$ cat src/rtl/dot_product_accumulator.sv
// Accumulates K consecutive unsigned products into a dot-product sum held in a 1-entry valid/ready output slot.
// Optional feature: define DOTACC_SATURATE_EN to clamp sums at all ones and expose out_sat.
module dot_product_accumulator #(
    parameter int N     = 4,
    parameter int K     = 4,
    parameter int ACC_W = 2*N + $clog2(K)
) (
    input  logic             clk,
    input  logic             rst,
    input  logic             in_valid,
    input  logic [2*N-1:0]   in_product,
    input  logic             clear,
    output logic             in_space,
    output logic             out_valid,
    input  logic             out_ready,
    output logic [ACC_W-1:0] out_sum,
    output logic             overrun
`ifdef DOTACC_SATURATE_EN
    ,
    output logic             out_sat
`endif
);

    localparam int CNT_W = (K > 1) ? $clog2(K) : 1;
    localparam logic [CNT_W-1:0] LAST_TERM = CNT_W'(K - 1);

    logic [ACC_W-1:0] acc_q, acc_d;
    logic [CNT_W-1:0] cnt_q, cnt_d;
    logic             out_valid_q, out_valid_d;
    logic [ACC_W-1:0] out_sum_q, out_sum_d;
    logic             overrun_q, overrun_d;

    logic [ACC_W-1:0] base;
    logic [ACC_W-1:0] sum_next;
    logic             at_last;
    logic             slot_free;

`ifdef DOTACC_SATURATE_EN
    localparam int EXT_W = ((ACC_W > 2*N) ? ACC_W : 2*N) + 1;

    logic             grp_sat_q, grp_sat_d;
    logic             out_sat_q, out_sat_d;
    logic [EXT_W-1:0] sum_ext;
    logic             sat_next;
`endif

    assign at_last   = (cnt_q == LAST_TERM);
    assign slot_free = !out_valid_q || out_ready;
    assign in_space  = !(out_valid_q && !out_ready && at_last);

    // The first term of a group ignores whatever the previous group left in acc.
    always_comb begin
        base = (cnt_q == '0) ? '0 : acc_q;
`ifdef DOTACC_SATURATE_EN
        sum_ext  = EXT_W'(base) + EXT_W'(in_product);
        // Once a group has saturated it stays clamped, even if later terms are zero.
        sat_next = ((cnt_q != '0) && grp_sat_q) || (|sum_ext[EXT_W-1:ACC_W]);
        sum_next = sat_next ? '1 : sum_ext[ACC_W-1:0];
`else
        sum_next = base + ACC_W'(in_product);
`endif
    end

    // NOTE: every next-state signal gets its hold value first so no path leaves it unassigned (no latches).
    always_comb begin
        acc_d       = acc_q;
        cnt_d       = cnt_q;
        out_valid_d = out_valid_q;
        out_sum_d   = out_sum_q;
        overrun_d   = overrun_q;
`ifdef DOTACC_SATURATE_EN
        grp_sat_d   = grp_sat_q;
        out_sat_d   = out_sat_q;
`endif

        if (out_valid_q && out_ready) begin
            out_valid_d = 1'b0;
        end

        if (clear) begin
            acc_d = '0;
            cnt_d = '0;
        end else if (in_valid) begin
            if (at_last) begin
                cnt_d = '0;
                if (slot_free) begin
                    out_sum_d   = sum_next;
                    out_valid_d = 1'b1;
`ifdef DOTACC_SATURATE_EN
                    out_sat_d   = sat_next;
`endif
                end else begin
                    overrun_d = 1'b1;
                end
            end else begin
                acc_d = sum_next;
                cnt_d = cnt_q + 1'b1;
`ifdef DOTACC_SATURATE_EN
                grp_sat_d = sat_next;
`endif
            end
        end
    end

    // NOTE: sequential state uses non-blocking assignments so all registers update from the same pre-edge values.
    always_ff @(posedge clk or posedge rst) begin
        if (rst) begin
            acc_q       <= '0;
            cnt_q       <= '0;
            out_valid_q <= 1'b0;
            out_sum_q   <= '0;
            overrun_q   <= 1'b0;
`ifdef DOTACC_SATURATE_EN
            grp_sat_q   <= 1'b0;
            out_sat_q   <= 1'b0;
`endif
        end else begin
            acc_q       <= acc_d;
            cnt_q       <= cnt_d;
            out_valid_q <= out_valid_d;
            out_sum_q   <= out_sum_d;
            overrun_q   <= overrun_d;
`ifdef DOTACC_SATURATE_EN
            grp_sat_q   <= grp_sat_d;
            out_sat_q   <= out_sat_d;
`endif
        end
    end

    assign out_valid = out_valid_q;
    assign out_sum   = out_sum_q;
    assign overrun   = overrun_q;
`ifdef DOTACC_SATURATE_EN
    assign out_sat   = out_sat_q;
`endif

endmodule

$ cat config.mk
export PLATFORM = sky130hd
export DESIGN_NAME = dot_product_accumulator
export DESIGN_NICKNAME = d
export VERILOG_FILES = /design/src/rtl/dot_product_accumulator.sv
export SDC_FILE = /design/constraint.sdc
export NUM_CORES = 1
export LEC_CHECK = 0
export ABC_AREA = 1
export BUFFER_PORTS_ARGS = -buffer_cell sky130_fd_sc_hd__buf_2
export CAP_MARGIN = 40
export CORE_MARGIN = 2
export CORE_UTILIZATION = 43
export DETAILED_ROUTE_END_ITERATION = 6
export HOLD_SLACK_MARGIN = 0.08
export PLACE_DENSITY_LB_ADDON = 0.15
export SKIP_CTS_REPAIR_TIMING = 1
export SYNTH_ARGS = -nofsm -noshare
export SYNTH_HDL_FRONTEND = slang
export SYNTH_SLANG_ARGS = --single-unit
$ cat constraint.sdc
create_clock -name clk -period 2.1 [get_ports clk]
set_input_delay 0.315 -clock clk [delete_from_list [all_inputs] [get_ports clk]]
set_output_delay 0.315 -clock clk [all_outputs]
set_load 0.05 [all_outputs]
==> results of run 1 <==
## power groups by stage
stage / Clock [W] / Sequential [W] / Combinational [W]
floorplan: 0 / 0.000666 / 0.000190
global placement: 0 / 0.000551 / 0.000415
detailed placement: 0 / 0.000552 / 0.000416
CTS: 0.000350 / 0.000543 / 0.000418
global route: 0.000370 / 0.000550 / 0.000487
finish: 0.000345 / 0.000542 / 0.000442
## logic make-up (layout without fill, tap and decap cells)
logic type	count (synthesis)	after routing	synth area share (%)
and+or+nand+nor	114	114	32.2
buffers and inverters	34	68	9.10
adders and majority gates	11	11	9.68
xor gates and xnor gates	3	3	1.75
DFF	24	24	40.1
AOI/OAI and AO/OA	17	17	7.18
## cells in the mapped netlist
cell type | count | area (µm²)
xor2_1 | 1 | 8.76
buf_2 | 1 | 5.00
fa_1 | 1 | 20.0
nand3b_1 | 1 | 7.51
clkinv_1 | 1 | 3.75
inv_2 | 7 | 26.3
ha_1 | 10 | 125
o21bai_1 | 1 | 7.51
or2_1 | 1 | 6.26
nor2_1 | 16 | 60.1
nand2_1 | 72 | 270
xnor2_1 | 2 | 17.5
o21ai_4 | 1 | 16.3
o21ai_2 | 2 | 17.5
nor2_8 | 1 | 20.0
inv_1 | 24 | 90.1
o21ai_1 | 6 | 30.0
a21oi_1 | 3 | 15.0
dfrtp_1 | 24 | 601
nor2_2 | 3 | 18.8
o22ai_1 | 1 | 6.26
nand3_1 | 20 | 100
buf_6 | 1 | 11.3
o21ai_0 | 3 | 15.0
## flip-flops by register name, summed over array words and instances (netlist names)
signal,count
overrun,1
acc_q,10
out_valid,1
cnt_q,2
out_sum,10
## cells in the final DEF, fill, tap and decap left out
cell type	count
nand2_1	71
buf_2	25
dfrtp_1	24
inv_1	23
nand3_1	20
nor2_1	15
inv_2	8
o21ai_1	6
ha_1	6
buf_4	5
nor2_2	4
o21ai_0	3
ha_4	3
clkbuf_4	3
o21ai_4	2
a21oi_2	2
xnor2_1	2
a21oi_1	1
nand3b_1	1
nor2_8	1
clkinv_1	1
nand2_2	1
o21bai_1	1
o22ai_1	1
xor2_1	1
or2_1	1
o21ai_2	1
fa_2	1
ha_2	1
bufinv_16	1
dlygate4sd3_1	1
buf_12	1
## cell type report
type                       count  area [µm²]
sequential                    24         601
clock inverter                 1        30.0
multi-input combinational    145         825
clock buffer                   3        22.5
fill                         344        1490
tap                           46        57.6
inverter                      32         120
timing repair buffer          32         193
## critical path: cells and delay by family (launching register included)
family / cells / cell delay [ns]
buffers and inverters: 2 / 0.23
adder cells (fa/ha/maj): 2 / 0.49
AO/OA/AOI/OAI: 2 / 0.38
flip-flops: 1 / 0.41
AND/OR/NAND/NOR: 5 / 0.38
## stage by stage
| stage | area, µm² | total power, W |
|---|---|---|
| 6_report | 1850 | 0.00133 |
| 5_1_grt | 1850 | 0.00141 |
| 4_1_cts | 1760 | 0.00131 |
| 3_5_place_dp | 1710 | 0.000968 |
| 3_3_place_gp | 1710 | 0.000965 |
| 2_1_floorplan | 1500 | 0.000855 |
## layer usage
| layer | vias up | track usage [%] | wire (µm) |
|---|---|---|---|
| met2 | 35 | 33.1 | 1650 |
| met3 | 4 | 4.32 | 127 |
| li1 | 692 | - | - |
| met1 | 630 | 19.6 | 1360 |
| met4 | 0 | 5.00 | 29 |
| met5 | - | 0 | 0 |
## worst min path at each step
stage,from,end,slack [ns],cells past startpoint
final,in_valid,cnt_q[0],0.26,3
after detailed placement,rst,overrun,0.38,3
after global placement,rst,overrun,0.38,3
after floorplan,rst,acc_q[0],0.33,1
after CTS,rst,overrun,0.01,3
after global routing,in_valid,cnt_q[0],0.28,3
==> summary.md, run 1 <==
| Metric | Value |
|---|---|
| Outcome | complete, no violations |
| Max_slew headroom | around four fifths |
| Core Util, Final | 55.4% |
| Die area | slightly below 4000 µm² |
| Pwr/cell area | roughly 720 nW/µm² |
| Routed wire per std cell | 11.2 µm |
| ANT cells | 0 |
| DRC Markers | 0 |
| Final Hold Fails | 0 |
| Slowest stage delay, CP | between 0.4 and 0.5 ns |
| Crit path kind | flop to flop |
| Synthesized instance count | just over 200 |
| DRT antenna net count | 0 |
| Int Pwr | between 0.0008 and 0.0009 W |
| Core Area | ~3300 µm² |
| Hold crit path type | input port to flop |
| Post-synthesis register bit count | 24 |
| Leak Pwr | 1.02 nW |
| Root buf cell | clkbuf_4 |
| Row count | 21 |
| DP HPWL | 2.46 mm |
| R2R Path Start | cnt_q[1] |
| Syn_area_per_cell | 7.38 µm² |
| Reg2reg path depth | 11 |
| Max IR drop VDD | a little under 500 µV |
| Buffers on Ports | 25 |
| CTS Buffer Depth | 2 |
| Antenna violations before repair | 0 |
| Placed cells | roughly 280 |
| Synthesized area | about 1500 µm² |
| Unique masters post-synth | 24 |
| Reg2Reg Setup Slack | between 0.1 and 0.15 ns |
| Worst-path clk slew | 0.15 ns |
| Post-route setup TNS | 0 ns |
| Htree depth | 1 |
| Crit path max fanout | 7 |
| Non-Filler Instances | approximately 280 |
| CP max-delay cell | dfrtp_1 |
| Seq/Total Area, Yosys | approximately two fifths |
| Worst r2r dst | out_sum[8] |
| Hold_ws | approximately 0.26 ns |
| Switching Power | 0.000474 W |
| TritonCTS clock tree | yes |
| CTS buffer count | 3 |
| Sw frac | around 36% |
| Ys Warns | 0 |
| Drt total wl | roughly 3.2 mm |
| GP Congestion | between 0.8 and 0.9 |
| Final setup violating endpoints | 0 |
| Reg power frac | 40.8% |
| Syn Nets | between 200 and 250 |
| Highest clock rate | a little over 0.5 GHz |
| Combinational Power Share | 33.3% |
| Setup WS pre-CTS | slightly below 0.009 ns |
| CP startpoint | cnt_q[1] |
| GRT Total Usage | about 18% |
| Area growth syn-to-layout | 23.3% |
| Clock power share | between 20% and 30% |
| Slew @ Worst Pin | 0.313 ns |
| Max-cap violation count | 0 |
| Clk Latency, worst-skew pair | between 0.3 and 0.4 ns |
| Critical path launch point type | flop |
| Global-route wire length before repair | between 5 and 6 mm |
| Vias in the first global route | between 1000 and 1500 |
| Critical Path End Type | flop |
| Min cycle time layout | 1.99 ns |
| Crit path DAT | between 2 and 2.5 ns |
| Number of max-slew violations in the final report | 0 |
| I/O pins | 26 |
| Drt pass-1 iters | 4 |
| Critical Path RT | around 2.3 ns |
| Congestion Overflow GR | 0 |
| Largest net degree at the start of global routing | 25 |
| DR iter-0 viols | 65 |
| Via Count | about 1400 |
| Cells along the critical path | inv_1 -> ha_4 -> buf_12 -> nor2_1 -> ha_1 -> a21oi_1 -> o21ai_4 -> nand2_1 -> nand3_1 -> nand3_1 -> nand2_1 |
| Die width | 63.0 µm |
| Worst Setup EP | out_sum[8] |
| Clock sinks | 24 |
| Clock Skews | ~0.015 ns |
| Share of layout cells above drive strength 1 | 24.9% |
| Die Span Y | about 63 µm |
| Initial Util | between 40% and 50% |
| Final worst slack | roughly 0.11 ns |
| Final net count | approximately 260 |
| Final period util | a little over nine tenths |
| Vias per cell | 4.81 |
Note: power is estimated with default switching activity, not from simulation.
==> run 2, diff against run 1 <==
--- a/config.mk
+++ b/config.mk
@@ -9,9 +9,9 @@
 export BUFFER_PORTS_ARGS = -buffer_cell sky130_fd_sc_hd__buf_2
 export CAP_MARGIN = 40
 export CORE_MARGIN = 2
-export CORE_UTILIZATION = 43
+export CORE_UTILIZATION = 45
 export DETAILED_ROUTE_END_ITERATION = 6
-export HOLD_SLACK_MARGIN = 0.08
+export HOLD_SLACK_MARGIN = 0.15
 export PLACE_DENSITY_LB_ADDON = 0.15
 export SKIP_CTS_REPAIR_TIMING = 1
 export SYNTH_ARGS = -nofsm -noshare
==> run 2 against run 1 <==
Global-route usage increased by 1.5 points; via count increased by 0.59%; final cell count unchanged; largest cell class unchanged; clock power decreased by 30%; highest routed layer unchanged; clock skew decreased by 0.013 ns.
==> summary.md, run 2 (same netlist as run 1, synthesis figures left out) <==
| Metric | Value |
|---|---|
| Initial Util | 48.3% (+3.4 points) |
| I/O pins | 26 (unchanged) |
| Root buf cell | clkbuf_4 |
| Via Count | 1369 (+0.59%) |
| Vias in the first global route | 1262 (-5.0%) |
| CTS Buffer Depth | 2 (unchanged) |
| Final Hold Fails | 0 (unchanged) |
| Core Area | 3100 µm² (-7.0%) |
| Clk Latency, worst-skew pair | 0.31 ns (-0.02 ns) |
| Max_slew headroom | 80.0% (+0.97 points) |
| Slew @ Worst Pin | 0.299 ns (-0.0144 ns) |
| Crit path max fanout | 7 (unchanged) |
| Die area | 3810 µm² (-4.2%) |
| Critical Path End Type | flop |
| Fillers | 317 (-7.8%) |
| Final worst slack | 0.129 ns (+0.0155 ns) |
| Final period util | 93.8% (-0.74 points) |
| DR iter-0 viols | 59 (-9.2%) |
| Vias per cell | 4.84 (+0.59%) |
| Max-cap violation count | 0 (unchanged) |
| ANT cells | 0 (unchanged) |
| Crit path DAT | 2.19 ns (-0.02 ns) |
| Max IR drop VDD | 539 µV (+12%) |
| Min cycle time layout | 1.97 ns (-0.0155 ns) |
| Post-route setup TNS | 0 ns (unchanged) |
| Htree depth | 1 (unchanged) |
| Placed Area | 1700 µm² (-0.44%) |
| Global-route wire length before repair | 5.40 mm (-3.3%) |
| DP HPWL | 2.55 mm (+3.9%) |
| Worst-path clk slew | 0.13 ns (-0.02 ns) |
| DRC Markers | 0 (unchanged) |
| TritonCTS clock tree | yes |
| Core Util, Final | 59.0% (+3.6 points) |
| Setup WS pre-CTS | -0.0102 ns (-0.0189 ns) |
| DRT antenna net count | 0 (unchanged) |
| Final setup violating endpoints | 0 (unchanged) |
| Share of layout cells above drive strength 1 | 26.4% (+1.5 points) |
| Placed cells | 275 (-0.36%) |
| Most frequent cells in the layout | nand2_1 (71), buf_2 (25), dfrtp_1 (24), inv_1 (22), nand3_1 (20) |
| Pwr/cell area | 674 nW/µm² (-6.2%) |
| Non-Filler Instances | 283 (unchanged) |
| Leak Pwr | 1.02 nW (-0.26%) |
| Outcome | complete, no violations |
| Congestion Overflow GR | 0 (unchanged) |
| Clock Skews | 0.00196 ns (-0.0131 ns) |
| Area growth syn-to-layout | 22.0% |
| Critical Path RT | 2.32 ns (about the same) |
| Drt total wl | 3.22 mm (+1.6%) |
| GRT Total Usage | 19.2% (+1.5 points) |
| Antenna violations before repair | 0 (unchanged) |
| Critical path launch point type | flop |
| Final instance area | 1830 µm² (-1.0%) |
| Commonest non-fill, non-tap cell in the layout | nand2_1 |
| Row count | 20 (-4.8%) |
| Drt pass-1 iters | 4 (unchanged) |
| Final net count | 264 (+0.76%) |
| Die Span Y | 61.7 µm (-2.1%) |
| Die width | 61.7 µm (-2.1%) |
| Routed wire per std cell | 11.4 µm (+1.6%) |
| Clock sinks | 24 (unchanged) |
| CTS buffer count | 3 (unchanged) |
| Number of max-slew violations in the final report | 0 (unchanged) |
| GP Congestion | 0.867 (+2.3%) |
| Buffers on Ports | 25 (unchanged) |
| Crit path kind | flop to flop |
| Highest clock rate | 0.507 GHz (+0.79%) |
| Largest net degree at the start of global routing | 25 (unchanged) |
| Hold crit path type | input port to flop |
run 2: changes by cell type in the layout (fill, tap and decap cells not counted), sizes merged:
| cell | previous run | this run |
|---|---|---|
| buf | 31 | 33 |
| bufinv | 1 | 0 |
| clkbuf | 3 | 4 |
run 2: cell type report:
cell class	instances	area, µm²	share of cell area [%]
multi-input combinational	145	818	44.7
timing repair buffer	34	199	10.9
sequential	24	601	32.8
clock buffer	4	36.3	1.98
inverter	32	120	6.57
tap	44	55.1	3.01
run 2: power by group:
group	internal (W)	leakage (nW)	switching [W]
clock	0.000106	0.0210	0.000137
sequential	0.000518	0.321	0.0000253
combinational	0.000143	0.678	0.000303
run 2: through the flow:
step / total power [W] / hold slack (ns)
2_1_floorplan: 0.000855 / 0.330
3_3_place_gp: 0.000961 / 0.372
3_5_place_dp: 0.000966 / 0.385
4_1_cts: 0.00121 / 0.0324
5_1_grt: 0.00131 / 0.298
6_report: 0.00123 / 0.284
run 2: path summary, 6_finish.rpt:
kind	start	end	slack, ns	cells past startpoint
max in group asynchronous	rst	acc_q[0]	1.30	4
worst max register to register	cnt_q[0]	out_sum[7]	0.13	13
worst min-delay path	in_valid	cnt_q[1]	0.28	3
min in group asynchronous	rst	out_sum[7]	0.57	4
worst min register to register	out_sum[4]	out_sum[4]	0.49	2
worst max-delay path	cnt_q[0]	out_sum[7]	0.13	13
run 2: metal layers:
layer  wire length (µm)  up-vias  global-route usage, %
li1                   -      706                      -
met1               1400      634                   23.7
met2               1680       27                   34.1
met3                128        2                   4.55
met4                 15        0                   4.26
met5                  0        -                      0
run 2: critical path, cell delays in order (launching register included):
cell	delay (ns)
dfrtp_1	0.42
inv_2	0.09
ha_4	0.14
buf_6	0.13
nor2_1	0.05
ha_1	0.36
nand2_2	0.09
buf_4	0.14
nor2_1	0.07
nand3_1	0.09
nand2_1	0.08
nand2_1	0.06
nand3_1	0.10
nand2_1	0.06
==> run 3, diff against run 2 <==
--- a/config.mk
+++ b/config.mk
@@ -8,8 +8,10 @@
 export ABC_AREA = 1
 export BUFFER_PORTS_ARGS = -buffer_cell sky130_fd_sc_hd__buf_2
 export CAP_MARGIN = 40
+export CELL_PAD_IN_SITES_DETAIL_PLACEMENT = 0
+export CELL_PAD_IN_SITES_GLOBAL_PLACEMENT = 2
 export CORE_MARGIN = 2
-export CORE_UTILIZATION = 45
+export CORE_UTILIZATION = 28
 export DETAILED_ROUTE_END_ITERATION = 6
 export HOLD_SLACK_MARGIN = 0.15
 export PLACE_DENSITY_LB_ADDON = 0.15
==> run 3 against run 2 <==
Routed wire length is 18% higher; sequential power hardly changed; final cell count is 11% higher; count of clock-buffer cells in the layout stayed put; critical path type unchanged; global-route usage is 5.6 points lower.
==> summary.md, run 3 (same netlist as run 1, synthesis figures left out) <==
| Metric | Value |
|---|---|
| Worst hold start | in_valid |
| Non-Filler Instances | 315 (+11%) |
| Root buf cell | clkbuf_8 |
| Final period util | 93.8% (about the same) |
| Congestion Overflow GR | 0 (unchanged) |
| R2R Path Start | cnt_q[1] |
| Reg2reg path depth | 11 (-2) |
| Buffers on Ports | 25 (unchanged) |
| Number of max-slew violations in the final report | 0 (unchanged) |
| Int Pwr | 0.000838 W (+9.1%) |
| Clock power share | 24.4% (+4.7 points) |
| Hold crit path type | input port to flop |
| TritonCTS clock tree | yes |
| Placed Area | 1790 µm² (+5.4%) |
| Share of layout cells above drive strength 1 | 26.5% (+0.17 points) |
| FF/Latch Area | 601 µm² (unchanged) |
| Critical Path End Type | flop |
| Drt pass-1 iters | 4 (unchanged) |
| Final setup violating endpoints | 0 (unchanged) |
| Worst Hold End | cnt_q[0] |
| Max-cap violation count | 0 (unchanged) |
| Worst r2r dst | out_sum[8] |
| Final instance area | 1910 µm² (+4.4%) |
| DR iter-0 viols | 43 (-27%) |
| DRC Markers | 0 (unchanged) |
| Combinational Power Share | 34.6% (-1.6 points) |
| Vias per cell | 4.28 (-11%) |
| I/O pins | 26 (unchanged) |
| DRT antenna net count | 0 (unchanged) |
| Final net count | 270 (+2.3%) |
| Crit path max fanout | 6 (-1) |
| Die Span Y | 77.2 µm (+25%) |
| Die width | 77.2 µm (+25%) |
| Via Count | 1349 (-1.5%) |
| ANT cells | 0 (unchanged) |
| Max IR drop VDD | 319 µV (-41%) |
| Outcome | complete, no violations |
| Largest net degree at the start of global routing | 25 (unchanged) |
| CTS buffer count | 3 (unchanged) |
| Vias in the first global route | 1377 (+9.1%) |
| Critical Path RT | 2.27 ns (-0.05 ns) |
| Area of the multi-input gates | 806 µm² (-1.5%) |
| Fillers | 571 (+80%) |
| CTS Buffer Depth | 2 (unchanged) |
| Row count | 26 (+30%) |
| Core Util, Final | 37.1% (-22 points) |
| Crit path DAT | 2.14 ns (-0.05 ns) |
| Pwr/cell area | 693 nW/µm² (+2.9%) |
| Sw frac | 36.7% (-1.0 points) |
| Most frequent cells in the layout | nand2_1 (72), buf_2 (25), dfrtp_1 (24), inv_1 (22), nand3_1 (20) |
| Switching Power | 0.000486 W (+4.4%) |
| GRT Total Usage | 13.6% (-5.6 points) |
| Max_slew headroom | 77.9% (-2.1 points) |
| Routed wire per std cell | 12.1 µm (+6.4%) |
| Antenna violations before repair | 0 (unchanged) |
| Area growth syn-to-layout | 27.4% |
| Clock Skews | 0.00172 ns (-0.000230 ns) |
| GP Congestion | 0.738 (-15%) |
| Initial Util | 29.2% (-19 points) |
| Clk Latency, worst-skew pair | 0.27 ns (-0.04 ns) |
| Htree depth | 1 (unchanged) |
| Drt total wl | 3.81 mm (+18%) |
| Critical path launch point type | flop |
| Reg2Reg Setup Slack | 0.13 ns (about the same) |
| Worst-path clk slew | 0.09 ns (-0.04 ns) |
| Crit path kind | flop to flop |
| Worst Hold Depth | 3 (unchanged) |
| Die area | 5950 µm² (+56%) |
| Core Area | 5140 µm² (+66%) |
| Slew @ Worst Pin | 0.331 ns (+0.0324 ns) |
| Reg power frac | 41.0% (-3.1 points) |
| Placed cells | 309 (+12%) |
| Leak Pwr | 1.05 nW (+3.3%) |
| Global-route wire length before repair | 6.35 mm (+18%) |
| Commonest non-fill, non-tap cell in the layout | nand2_1 |
| Clock sinks | 24 (unchanged) |
| Min cycle time layout | 1.97 ns (-0.00117 ns) |
| Final Hold Fails | 0 (unchanged) |
| Post-route setup TNS | 0 ns (unchanged) |
| Highest clock rate | 0.508 GHz (about the same) |
| DP HPWL | 2.99 mm (+17%) |
[run 3: cell types whose count changed in the layout (fill, tap and decap cells not counted), sizes merged]
cell / delta
buf: +6
[run 3: area by class of cell]
cell class / instances / share of cell area [%]
flip-flops and latches: 24 / 31.5
repair buffers: 40 / 12.6
multi-input cells: 145 / 42.2
clock buffers: 4 / 2.88
inverters: 32 / 6.29
well taps: 70 / 4.59
[run 3: worst max path at each step]
| stage | startpoint | end | slack (ns) | cells after the start |
|---|---|---|---|---|
| floorplan | cnt_q[0] | out_sum[6] | 0.05 | 13 |
| global placement | cnt_q[0] | out_sum[6] | -0.05 | 12 |
| detailed placement | cnt_q[0] | out_sum[8] | -0.10 | 12 |
| CTS | cnt_q[0] | acc_q[4] | -0.12 | 10 |
| global route | cnt_q[1] | out_sum[8] | -0.005 | 12 |
| finish | cnt_q[1] | out_sum[8] | 0.13 | 11 |
[run 3: worst max-delay path, stage by stage, from the launching register on]
cell and delay, ns:
dfrtp_1 0.41, inv_2 0.09, ha_4 0.17, buf_4 0.11
nor2_1 0.04, ha_1 0.33, a21oi_1 0.26, o21ai_4 0.11
nand2_1 0.09, nand3_1 0.10, nand3_1 0.11, nand2_1 0.06
[run 3: per-layer routing]
layer	up-vias	global-route usage, %	routed length (µm)
met5	-	0	0
met4	0	2.68	27
met3	5	2.59	94
met2	16	25.0	1910
met1	614	16.4	1780
li1	714	-	-
[run 3: through the flow]
stage / hold slack [ns] / total power, W / setup slack, ns
3_3_place_gp: 0.384 / 0.000999 / -0.0456
5_1_grt: 0.327 / 0.00141 / -0.00458
2_1_floorplan: 0.330 / 0.000855 / 0.0531
3_5_place_dp: 0.384 / 0.000997 / -0.105
4_1_cts: 0.0824 / 0.00133 / -0.125
6_report: 0.321 / 0.00132 / 0.130
[run 3: power groups by stage]
stage               clock, W  sequential (W)  combinational [W]
global placement           0        0.000553           0.000447
global route        0.000356        0.000551           0.000505
detailed placement         0        0.000554           0.000443
finish              0.000323        0.000543           0.000457
CTS                 0.000337        0.000544           0.000445
floorplan                  0        0.000666           0.000190
